File: src/rtl/rgb_sched_pkg.sv
// rgb_sched_pkg: state encoding, colour indices and the colour-rotation helper shared by rgb_fade_scheduler.
package rgb_sched_pkg;
    typedef enum logic [2:0] {IDLE, RAMP_UP, HOLD, RAMP_DOWN, GAP} state_t;
    localparam logic [1:0] COLOR_RED = 2'd0;
    localparam logic [1:0] COLOR_GREEN = 2'd1;
    localparam logic [1:0] COLOR_BLUE = 2'd2;
    // First set mask bit after cur, wrapping blue->red; returns cur when it is the only candidate.
    function automatic logic [1:0] next_color(input logic [2:0] mask, input logic [1:0] cur);
        logic [1:0] c;
        logic found;
        next_color = cur;
        c = cur;
        found = 1'b0;
        for (int i = 0; i < 3; i++) begin
            c = (c == COLOR_BLUE) ? COLOR_RED : c + 2'd1;
            if (mask[c] && !found) begin
                next_color = c;
                found = 1'b1;
            end
        end
    endfunction
endpackage

File: src/rtl/rgb_pwm_out.sv
// rgb_pwm_out: free-running PWM comparator driving the three active-low LED pins.
// With GAMMA_EN defined the duty is level squared (upper half), costing one extra clock of latency.
module rgb_pwm_out
    import rgb_sched_pkg::*;
#(
    parameter int LEVEL_BITS = 8
) (
    input  logic                  clk,
    input  logic                  rst,
    input  logic [LEVEL_BITS-1:0] level,
    input  logic [1:0]            color_idx,
    output logic                  pwm_red,
    output logic                  pwm_green,
    output logic                  pwm_blue
);
    logic [LEVEL_BITS-1:0] cnt, duty;
    logic lit;
`ifdef GAMMA_EN
    logic [2*LEVEL_BITS-1:0] sq;
    assign sq = {{LEVEL_BITS{1'b0}}, level} * {{LEVEL_BITS{1'b0}}, level};
    always_ff @(posedge clk or posedge rst)
        if (rst)
            duty <= '0;
        else
            duty <= LEVEL_BITS'(sq >> LEVEL_BITS);
`else
    assign duty = level;
`endif
    assign lit = cnt < duty;
    always_ff @(posedge clk or posedge rst)
        if (rst) begin
            cnt <= '0;
            pwm_red <= 1'b1;
            pwm_green <= 1'b1;
            pwm_blue <= 1'b1;
        end else begin
            cnt <= cnt + 1'b1;
            pwm_red <= !(lit && color_idx == COLOR_RED);
            pwm_green <= !(lit && color_idx == COLOR_GREEN);
            pwm_blue <= !(lit && color_idx == COLOR_BLUE);
        end
endmodule

File: src/rtl/rgb_fade_scheduler.sv
// rgb_fade_scheduler: fades the enabled RGB LED colours in turn through one shared up/hold/down envelope.
// Define GAMMA_EN for a squared (perceptual) PWM duty; envelope timing is unchanged.
module rgb_fade_scheduler
    import rgb_sched_pkg::*;
#(
    parameter int LEVEL_BITS = 8,
    parameter int STEP_DIV = 16,
    parameter int HOLD_STEPS = 64
) (
    input  logic                  clk,
    input  logic                  rst,
    input  logic                  enable,
    input  logic                  cmd_valid,
    output logic                  cmd_ready,
    input  logic [LEVEL_BITS-1:0] cmd_peak,
    input  logic [2:0]            cmd_mask,
    output logic                  pwm_red,
    output logic                  pwm_green,
    output logic                  pwm_blue,
    output logic                  busy,
    output logic [1:0]            color_idx,
    output logic                  cycle_done
);
    localparam int PW = STEP_DIV > 1 ? $clog2(STEP_DIV) : 1;
    localparam int HW = HOLD_STEPS > 1 ? $clog2(HOLD_STEPS) : 1;
    state_t state, state_n;
    logic [LEVEL_BITS-1:0] level, level_n, peak;
    logic [PW-1:0] presc;
    logic [HW-1:0] hold_cnt, hold_n;
    logic [2:0] mask;
    logic [1:0] color_n;
    logic en_q, tick, load;

    assign tick = presc == PW'(STEP_DIV - 1);
    assign cmd_ready = state == IDLE || (state == GAP && !tick);
    assign load = cmd_valid && cmd_ready;
    assign busy = state != IDLE;

    // Aborts use the registered enable so a drop coinciding with a tick lets that tick's step complete.
    always_comb begin
        state_n = state;
        level_n = level;
        hold_n = hold_cnt;
        color_n = color_idx;
        case (state)
            IDLE: begin
                level_n = '0;
                color_n = mask[color_idx] ? color_idx : next_color(mask, COLOR_BLUE);
                state_n = enable ? RAMP_UP : IDLE;
            end
            RAMP_UP: if (tick) begin
                if (!en_q)
                    state_n = RAMP_DOWN;
                else if (level == peak) begin
                    state_n = HOLD;
                    hold_n = '0;
                end else
                    level_n = level + 1'b1;
            end
            HOLD: if (tick) begin
                hold_n = hold_cnt + 1'b1;
                state_n = (!en_q || hold_cnt == HW'(HOLD_STEPS - 1)) ? RAMP_DOWN : HOLD;
            end
            RAMP_DOWN: if (tick) begin
                state_n = level == '0 ? GAP : RAMP_DOWN;
                level_n = level == '0 ? level : level - 1'b1;
            end
            GAP: if (tick) begin
                color_n = next_color(mask, color_idx);
                state_n = enable ? RAMP_UP : IDLE;
            end
            default: state_n = IDLE;
        endcase
    end

    always_ff @(posedge clk or posedge rst)
        if (rst) begin
            state <= IDLE;
            level <= '0;
            presc <= '0;
            hold_cnt <= '0;
            peak <= '1;
            mask <= 3'b111;
            color_idx <= COLOR_RED;
            cycle_done <= 1'b0;
            en_q <= 1'b0;
        end else begin
            state <= state_n;
            level <= level_n;
            hold_cnt <= hold_n;
            color_idx <= color_n;
            presc <= (state == IDLE || tick) ? '0 : presc + 1'b1;
            cycle_done <= state == GAP && tick;
            en_q <= enable;
            if (load) begin
                peak <= cmd_peak;
                mask <= cmd_mask == 3'b000 ? 3'b111 : cmd_mask;
            end
        end

    rgb_pwm_out #(.LEVEL_BITS(LEVEL_BITS)) u_pwm (
        .clk(clk),
        .rst(rst),
        .level(level),
        .color_idx(color_idx),
        .pwm_red(pwm_red),
        .pwm_green(pwm_green),
        .pwm_blue(pwm_blue)
    );
endmodule
File: config.mk
export PLATFORM = sky130hd
export DESIGN_NAME = rgb_fade_scheduler
export DESIGN_NICKNAME = d
export VERILOG_FILES = /design/src/rtl/rgb_sched_pkg.sv /design/src/rtl/rgb_pwm_out.sv /design/src/rtl/rgb_fade_scheduler.sv
export SDC_FILE = /design/constraint.sdc
export NUM_CORES = 1
export LEC_CHECK = 0
export CORE_UTILIZATION = 62
export CTS_CLUSTER_DIAMETER = 150
export DETAILED_ROUTE_END_ITERATION = 7
export PLACE_DENSITY = 0.88
export SLEW_MARGIN = 20
export SYNTH_ARGS = -nofsm -noshare
export SYNTH_HDL_FRONTEND = slang
export SYNTH_SLANG_ARGS = --single-unit
File: constraint.sdc
create_clock -name clk -period 3.9 [get_ports clk]
set_input_delay 0.585 -clock clk [delete_from_list [all_inputs] [get_ports clk]]
set_output_delay 0.585 -clock clk [all_outputs]
set_load 0.01 [all_outputs]
==> results of run 1 <==
[power by group through the flow]
stage	clock [mW]	sequential (mW)	combinational [mW]
6_report	0.366	0.861	0.858
3_3_place_gp	0	0.855	0.824
3_5_place_dp	0	0.865	0.850
5_1_grt	0.397	0.889	0.979
4_1_cts	0.371	0.855	0.857
2_1_floorplan	0	0.763	0.746
[routing by layer]
layer,up-vias,routed length (um)
li1,1113,-
met1,1101,2603
met2,49,2632
met3,8,251
met4,0,59
met5,-,0
[worst max-delay path, stage by stage, from the launching register on]
cell and delay [ps]:
dfrtp_1 530, nand3b_1 440, inv_1 400, xnor2_1 110, ha_1 240, or2_1 240
a21oi_1 160, o21bai_1 120, maj3_1 360, a2111oi_0 460, o21ai_1 130
[cell families after synthesis]
kind of cell	count (synthesis)	share of synthesized area
adder cells (fa/ha/maj)	15	0.06533
AO/OA/AOI/OAI	83	0.1893
AND/OR/NAND/NOR	100	0.1781
XOR/XNOR	20	0.06264
flip-flops	47	0.4268
multiplexers	9	0.03580
buffers and inverters	27	0.04206
[final cells by class]
cell class / count / area, um2
clock buffers: 6 / 82.58
clock inverters: 2 / 35.03
well taps: 52 / 65.06
repair buffers: 22 / 220.2
multi-input cells: 227 / 1485
flip-flops and latches: 47 / 1194
fillers: 325 / 1224
inverters: 13 / 48.80
[state kept, by name, indices dropped and copies added, names as in the netlist]
| name | cells |
|---|---|
| mask | 3 |
| u_pwm.cnt | 8 |
| peak | 8 |
| level | 8 |
| color_idx | 2 |
| hold_cnt | 6 |
| u_pwm.pwm_red | 1 |
| en_q | 1 |
| cycle_done | 1 |
| state | 3 |
| u_pwm.pwm_green | 1 |
| presc | 4 |
| u_pwm.pwm_blue | 1 |
[synth_stat cells, types with 2 or more instances]
cell type,number
dfrtp_1,33
nand2_1,25
nor2_1,25
o21ai_0,25
a21oi_1,15
dfstp_2,14
xor2_1,14
ha_1,13
inv_1,13
nand3_1,13
and3_1,8
buf_2,7
mux2_2,7
o21ai_1,7
clkbuf_1,6
xnor2_1,6
nor3_1,5
a31oi_1,4
nand2b_1,4
or3_1,4
a211oi_1,3
a21o_1,3
nor2b_1,3
o211ai_1,3
o21a_1,3
or2_1,3
a22o_1,2
maj3_1,2
nand3b_1,2
nand4_1,2
nor4_2,2
o311ai_0,2
o31ai_1,2
o41ai_1,2
[how the worst min path moves through the flow]
stage / startpoint / to / slack (ps) / depth (start not counted)
2_1_floorplan: presc[0] / presc[0] / 430 / 1
3_3_place_gp: presc[0] / presc[0] / 450 / 1
3_5_place_dp: presc[0] / presc[0] / 450 / 1
4_1_cts: presc[0] / presc[0] / 460 / 1
5_1_grt: presc[0] / presc[0] / 500 / 1
6_report: presc[0] / presc[0] / 470 / 1
[through the flow]
stage	worst slack (ps)	hold WS (ps)	utilization	instances
finish	596.8	465.4	0.7190	369
global route	376.4	495.4	0.7190	369
CTS	645.1	463.8	0.7190	369
detailed placement	652.4	452.3	0.6920	361
global placement	776.2	447.5	0.6920	361
floorplan	1381	430.6	-	301
==> results.py, run 1 <==
metrics = {
    "run_status": {
        "status": "finished, final reports clean",
    },
    "detailed_routing": {
        "vias_per_cell": 6.154,
        "dr.first_iter.drc_count": 156,
        "finalWirelength_um": 5546,
        "ant_nets": 0,
        "drc_errors": 0,
        "wire_per_inst_um": 15.03,
        "firstDrtPassIters": 4,
        "via_count": 2271,
    },
    "pwr": {
        "power.total_mw": 2.085,
        "peakVddDrop_mv": 0.4225,
        "p_leak_nw": 1.324,
        "clkPwrFrac": 0.176,
        "intPower_mw": 1.265,
        "comb_power_share": 0.412,
        "power_switching_mw": 0.8197,
        "power_density_nw_per_um2": 666.1,
        "p_seq_frac": 0.413,
        "swShare": 0.3931,
    },
    "sta": {
        "max_freq_mhz": 302.7,
        "finalSetupViolCount": 0,
        "period_share": 0.8470,
        "post-route-min-period_ps": 3303,
        "fin_setup_tns_ps": 0,
        "slew_headroom": 0.3835,
        "hold_violations": 0,
        "tightest_slew_ps": 923.4,
        "fin_skew_ps": 3.578,
        "grt_setup_unrepaired": "false",
        "slew_violations": 0,
    },
    "placement": {
        "portBuffers": 22,
        "placed_cell_area_um2": 3013,
        "routabilityCongestion": 0.9541,
        "dp_hpwl_um": 4017,
    },
    "grt": {
        "grt_pass1_vias": 2159,
        "gr-usage-met3": 0.05702,
        "grt_max_degree": 48,
        "grtUsageTotal": 0.2562,
        "gr-usage-met1": 0.3611,
        "grt_pass1_wl_um": 9770,
        "antenna_found_initial": 0,
        "use_met2": 0.3937,
        "overflow": 0,
        "top_usage_layer": "met2",
    },
    "hold_path": {
        "hold_class": "reg -> reg",
    },
    "synth": {
        "syn-cell-area_um2": 2796,
        "synth_edf_count": 0,
        "netlist.top_cell.by_area": "dfrtp_1",
        "syn_area_per_cell_um2": 9.290,
        "synth_nets": 329,
        "ys.flop_type": "dfrtp_1",
        "synthTopCellsByArea": "dfrtp_1 (30%), dfstp_2 (13%), ha_1 (5.8%)",
        "yosysSeqAreaShare": 0.4268,
        "synth_cell_types": 53,
        "ys_seq_elements": 47,
        "ys_warn_count": 0,
        "async_flop_share": 1.000,
        "synth_cells": 301,
        "synth.top_cell.area_share": 0.2953,
    },
    "floorplanning": {
        "die-area_um2": 4783,
        "ioPinCount": 23,
        "die_h_um": 69.16,
        "initial_core_util": 0.6422,
        "fp.coreArea_um2": 4354,
        "num_rows": 24,
        "die_w_um": 69.16,
    },
    "final_layout": {
        "drive_gt1_frac": 0.1136,
        "area_delta_synth_final_pct": 11.95,
        "final_common_cell": "dfrtp_1",
        "fin_nets": 344,
        "diodes": 0,
        "fin_area_um2": 3131,
        "final_cell_mix": "dfrtp_1 (33), nand2_1 (25), nor2_1 (25), o21ai_0 (25), clkdlybuf4s50_1 (22)",
    },
    "setup_path": {
        "crit_path_end_kind": "register",
        "r2r_setup_slack_ps": 600,
        "crit_type": "reg -> reg",
        "crit_start": "state[2]",
        "setup.worst_path.end": "level[6]",
        "arrival_ps": 3480,
        "r2r-start": "state[2]",
        "crit_fanout": 16,
        "rr_endpoint": "level[6]",
        "worstPathRequired_ps": 4080,
        "worst_r2r_path_depth": 10,
        "crit_path_start_kind": "register",
    },
    "cts": {
        "clkTransAtPathRegs_ps": 80,
        "cts_buffers": 5,
        "cts_root_buffer": "clkbuf_8",
        "clockBufferDepth": 2,
        "h-tree-depth": 2,
        "cts-hold-fix-buffers": 0,
        "clkLatencyLatePin_ps": 300,
        "clock_sinks": 47,
        "cts_tree": "done",
        "cts_setup_buffers": 0,
        "cts_resized": 0,
    },
    "job": {
        "maxCapViolCount": 0,
    },
}
Power figures use the tool's default switching activity.
==> inputs of run 2 (changes only) <==
--- a/config.mk
+++ b/config.mk
@@ -5,10 +5,10 @@
 export SDC_FILE = /design/constraint.sdc
 export NUM_CORES = 1
 export LEC_CHECK = 0
-export CORE_UTILIZATION = 62
+export CORE_UTILIZATION = 52
 export CTS_CLUSTER_DIAMETER = 150
 export DETAILED_ROUTE_END_ITERATION = 7
-export PLACE_DENSITY = 0.88
+export PLACE_DENSITY = 0.79
 export SLEW_MARGIN = 20
 export SYNTH_ARGS = -nofsm -noshare
 export SYNTH_HDL_FRONTEND = slang
==> constraint.sdc (replaced) <==
create_clock -name clk -period 2.95 [get_ports clk]
set_input_delay 0.4425 -clock clk [delete_from_list [all_inputs] [get_ports clk]]
set_output_delay 0.4425 -clock clk [all_outputs]
set_load 0.01 [all_outputs]
==> run 2 against run 1 <==
Setup slack worse by 230 ps. Sequential power is 31% higher. Die area is 19% higher. Flip-flop and latch count stayed put. First-iteration DRC count is 3.2% higher. Clock skew is 3.5 ps higher. Final cell count is 6.0% higher. Worst hold slack worse by 8.2 ps. Critical endpoint unchanged.
==> results.py, run 2 (synthesis results as in run 1) <==
metrics = {
    "final_layout": {
        "area_delta_synth_final_pct": 12.53,
        "fin_nets": 348,
        "drive_gt1_frac": 0.1184,
        "diodes": 0,
        "final_common_cell": "dfrtp_1",
        "final_cell_mix": "dfrtp_1 (33), nand2_1 (25), nor2_1 (25), o21ai_0 (25), clkdlybuf4s50_1 (22)",
        "fin_util": 0.6122,
        "fillCellCount": 475,
        "top_regs": "level (8), peak (8), u_pwm.cnt (8)",
    },
    "pwr": {
        "p_leak_nw": 1.325,
        "power_density_nw_per_um2": 848.2,
        "peakVddDrop_mv": 0.4533,
        "p_seq_frac": 0.424,
        "intPower_mw": 1.585,
        "swShare": 0.4060,
        "power_switching_mw": 1.084,
        "clkPwrFrac": 0.138,
        "comb_power_share": 0.437,
    },
    "sta": {
        "finalSetupViolCount": 0,
        "slew_headroom": 0.4161,
        "max_freq_mhz": 387.3,
        "grt_setup_unrepaired": "false",
        "slew_violations": 0,
        "fin_skew_ps": 7.038,
        "period_share": 0.8753,
        "fin_setup_tns_ps": 0,
        "hold_violations": 0,
        "tightest_slew_ps": 874.6,
        "post-route-min-period_ps": 2582,
    },
    "cts": {
        "cts_root_buffer": "clkbuf_8",
        "cts_buffers": 5,
        "clkLatencyLatePin_ps": 300,
        "clock_sinks": 47,
        "cts_tree": "done",
        "cts_resized": 0,
        "clockBufferDepth": 2,
        "clkTransAtPathRegs_ps": 80,
        "cts_setup_buffers": 0,
        "cts-hold-fix-buffers": 0,
        "h-tree-depth": 2,
    },
    "floorplanning": {
        "die_h_um": 75.34,
        "num_rows": 26,
        "die_w_um": 75.34,
        "initial_core_util": 0.5441,
        "fp.coreArea_um2": 5140,
        "ioPinCount": 23,
        "die-area_um2": 5675,
    },
    "setup_path": {
        "arrival_ps": 2760,
        "crit_fanout": 13,
        "crit_path_start_kind": "register",
        "r2r_setup_slack_ps": 370,
        "worstPathRequired_ps": 3120,
        "crit_type": "reg -> reg",
        "crit_path_end_kind": "register",
    },
    "detailed_routing": {
        "vias_per_cell": 5.739,
        "dr.first_iter.drc_count": 161,
        "wire_per_inst_um": 14.24,
        "ant_nets": 0,
        "drc_errors": 0,
        "firstDrtPassIters": 4,
        "finalWirelength_um": 5569,
        "via_count": 2244,
    },
    "placement": {
        "routabilityCongestion": 0.8690,
        "portBuffers": 22,
        "dp_hpwl_um": 4089,
    },
    "run_status": {
        "status": "finished, final reports clean",
    },
    "grt": {
        "grt_max_degree": 45,
        "grt_pass1_wl_um": 9501,
        "antenna_found_initial": 0,
        "overflow": 0,
        "grtUsageTotal": 0.2235,
        "grt_pass1_vias": 2069,
    },
    "job": {
        "maxCapViolCount": 0,
    },
    "hold_path": {
        "hold_class": "reg -> reg",
    },
}
-- run 2: final cells by class --
| class | count | area [um2] | share of cell area |
|---|---|---|---|
| inverter | 13 | 48.80 | 0.01551 |
| sequential | 47 | 1194 | 0.3793 |
| clock inverter | 1 | 5.005 | 0.001590 |
| timing repair buffer | 26 | 250.2 | 0.07952 |
| multi-input combinational | 227 | 1485 | 0.4720 |
| clock buffer | 7 | 76.32 | 0.02425 |
| tap | 70 | 87.58 | 0.02783 |
-- run 2: per-layer routing --
layer  track usage  share of wire
met4       0.07613          0.015
met1        0.3205           0.49
met5             0              0
met2        0.3403           0.45
met3       0.04497          0.041
-- run 2: per-stage QoR --
stage	setup slack, ps	cell area, um2	std cells	hold slack, ps	power [mW]
CTS	396.6	3147	391	458.1	2.673
finish	367.8	3147	391	457.2	2.669
detailed placement	425.4	3065	383	447.2	2.298
global placement	478.9	3065	383	447.4	2.252
floorplan	431.5	2796	301	430.6	1.995
global route	148.1	3147	391	498.4	2.886
-- run 2: power by group through the flow --
stage                     Sequential [mW]  Clock (mW)  Combinational [mW]
after floorplan                      1.01           0               0.986
after global placement               1.13           0                1.12
after detailed placement             1.14           0                1.16
after CTS                            1.13       0.380                1.17
after global routing                 1.17       0.405                1.31
final                                1.13       0.369                1.17
-- run 2: path summary, 6_finish.rpt --
path / from / depth (start not counted) / endpoint
worst max-delay path: state[1] / 10 / level[6]
worst min register to register: presc[0] / 1 / presc[0]
min in group asynchronous: rst / 2 / level[4]
max in group asynchronous: rst / 3 / peak[4]
worst max register to register: state[1] / 10 / level[6]
worst min-delay path: presc[0] / 1 / presc[0]
-- run 2: critical path, stage by stage, from the launching register on --
cell       delay, ps
dfrtp_1          480
nand3b_1         150
inv_1             70
xnor2_1          120
ha_1             230
or2_1            230
a21oi_1          160
o21bai_1         110
maj3_1           360
a2111oi_0        430
o21ai_1          120
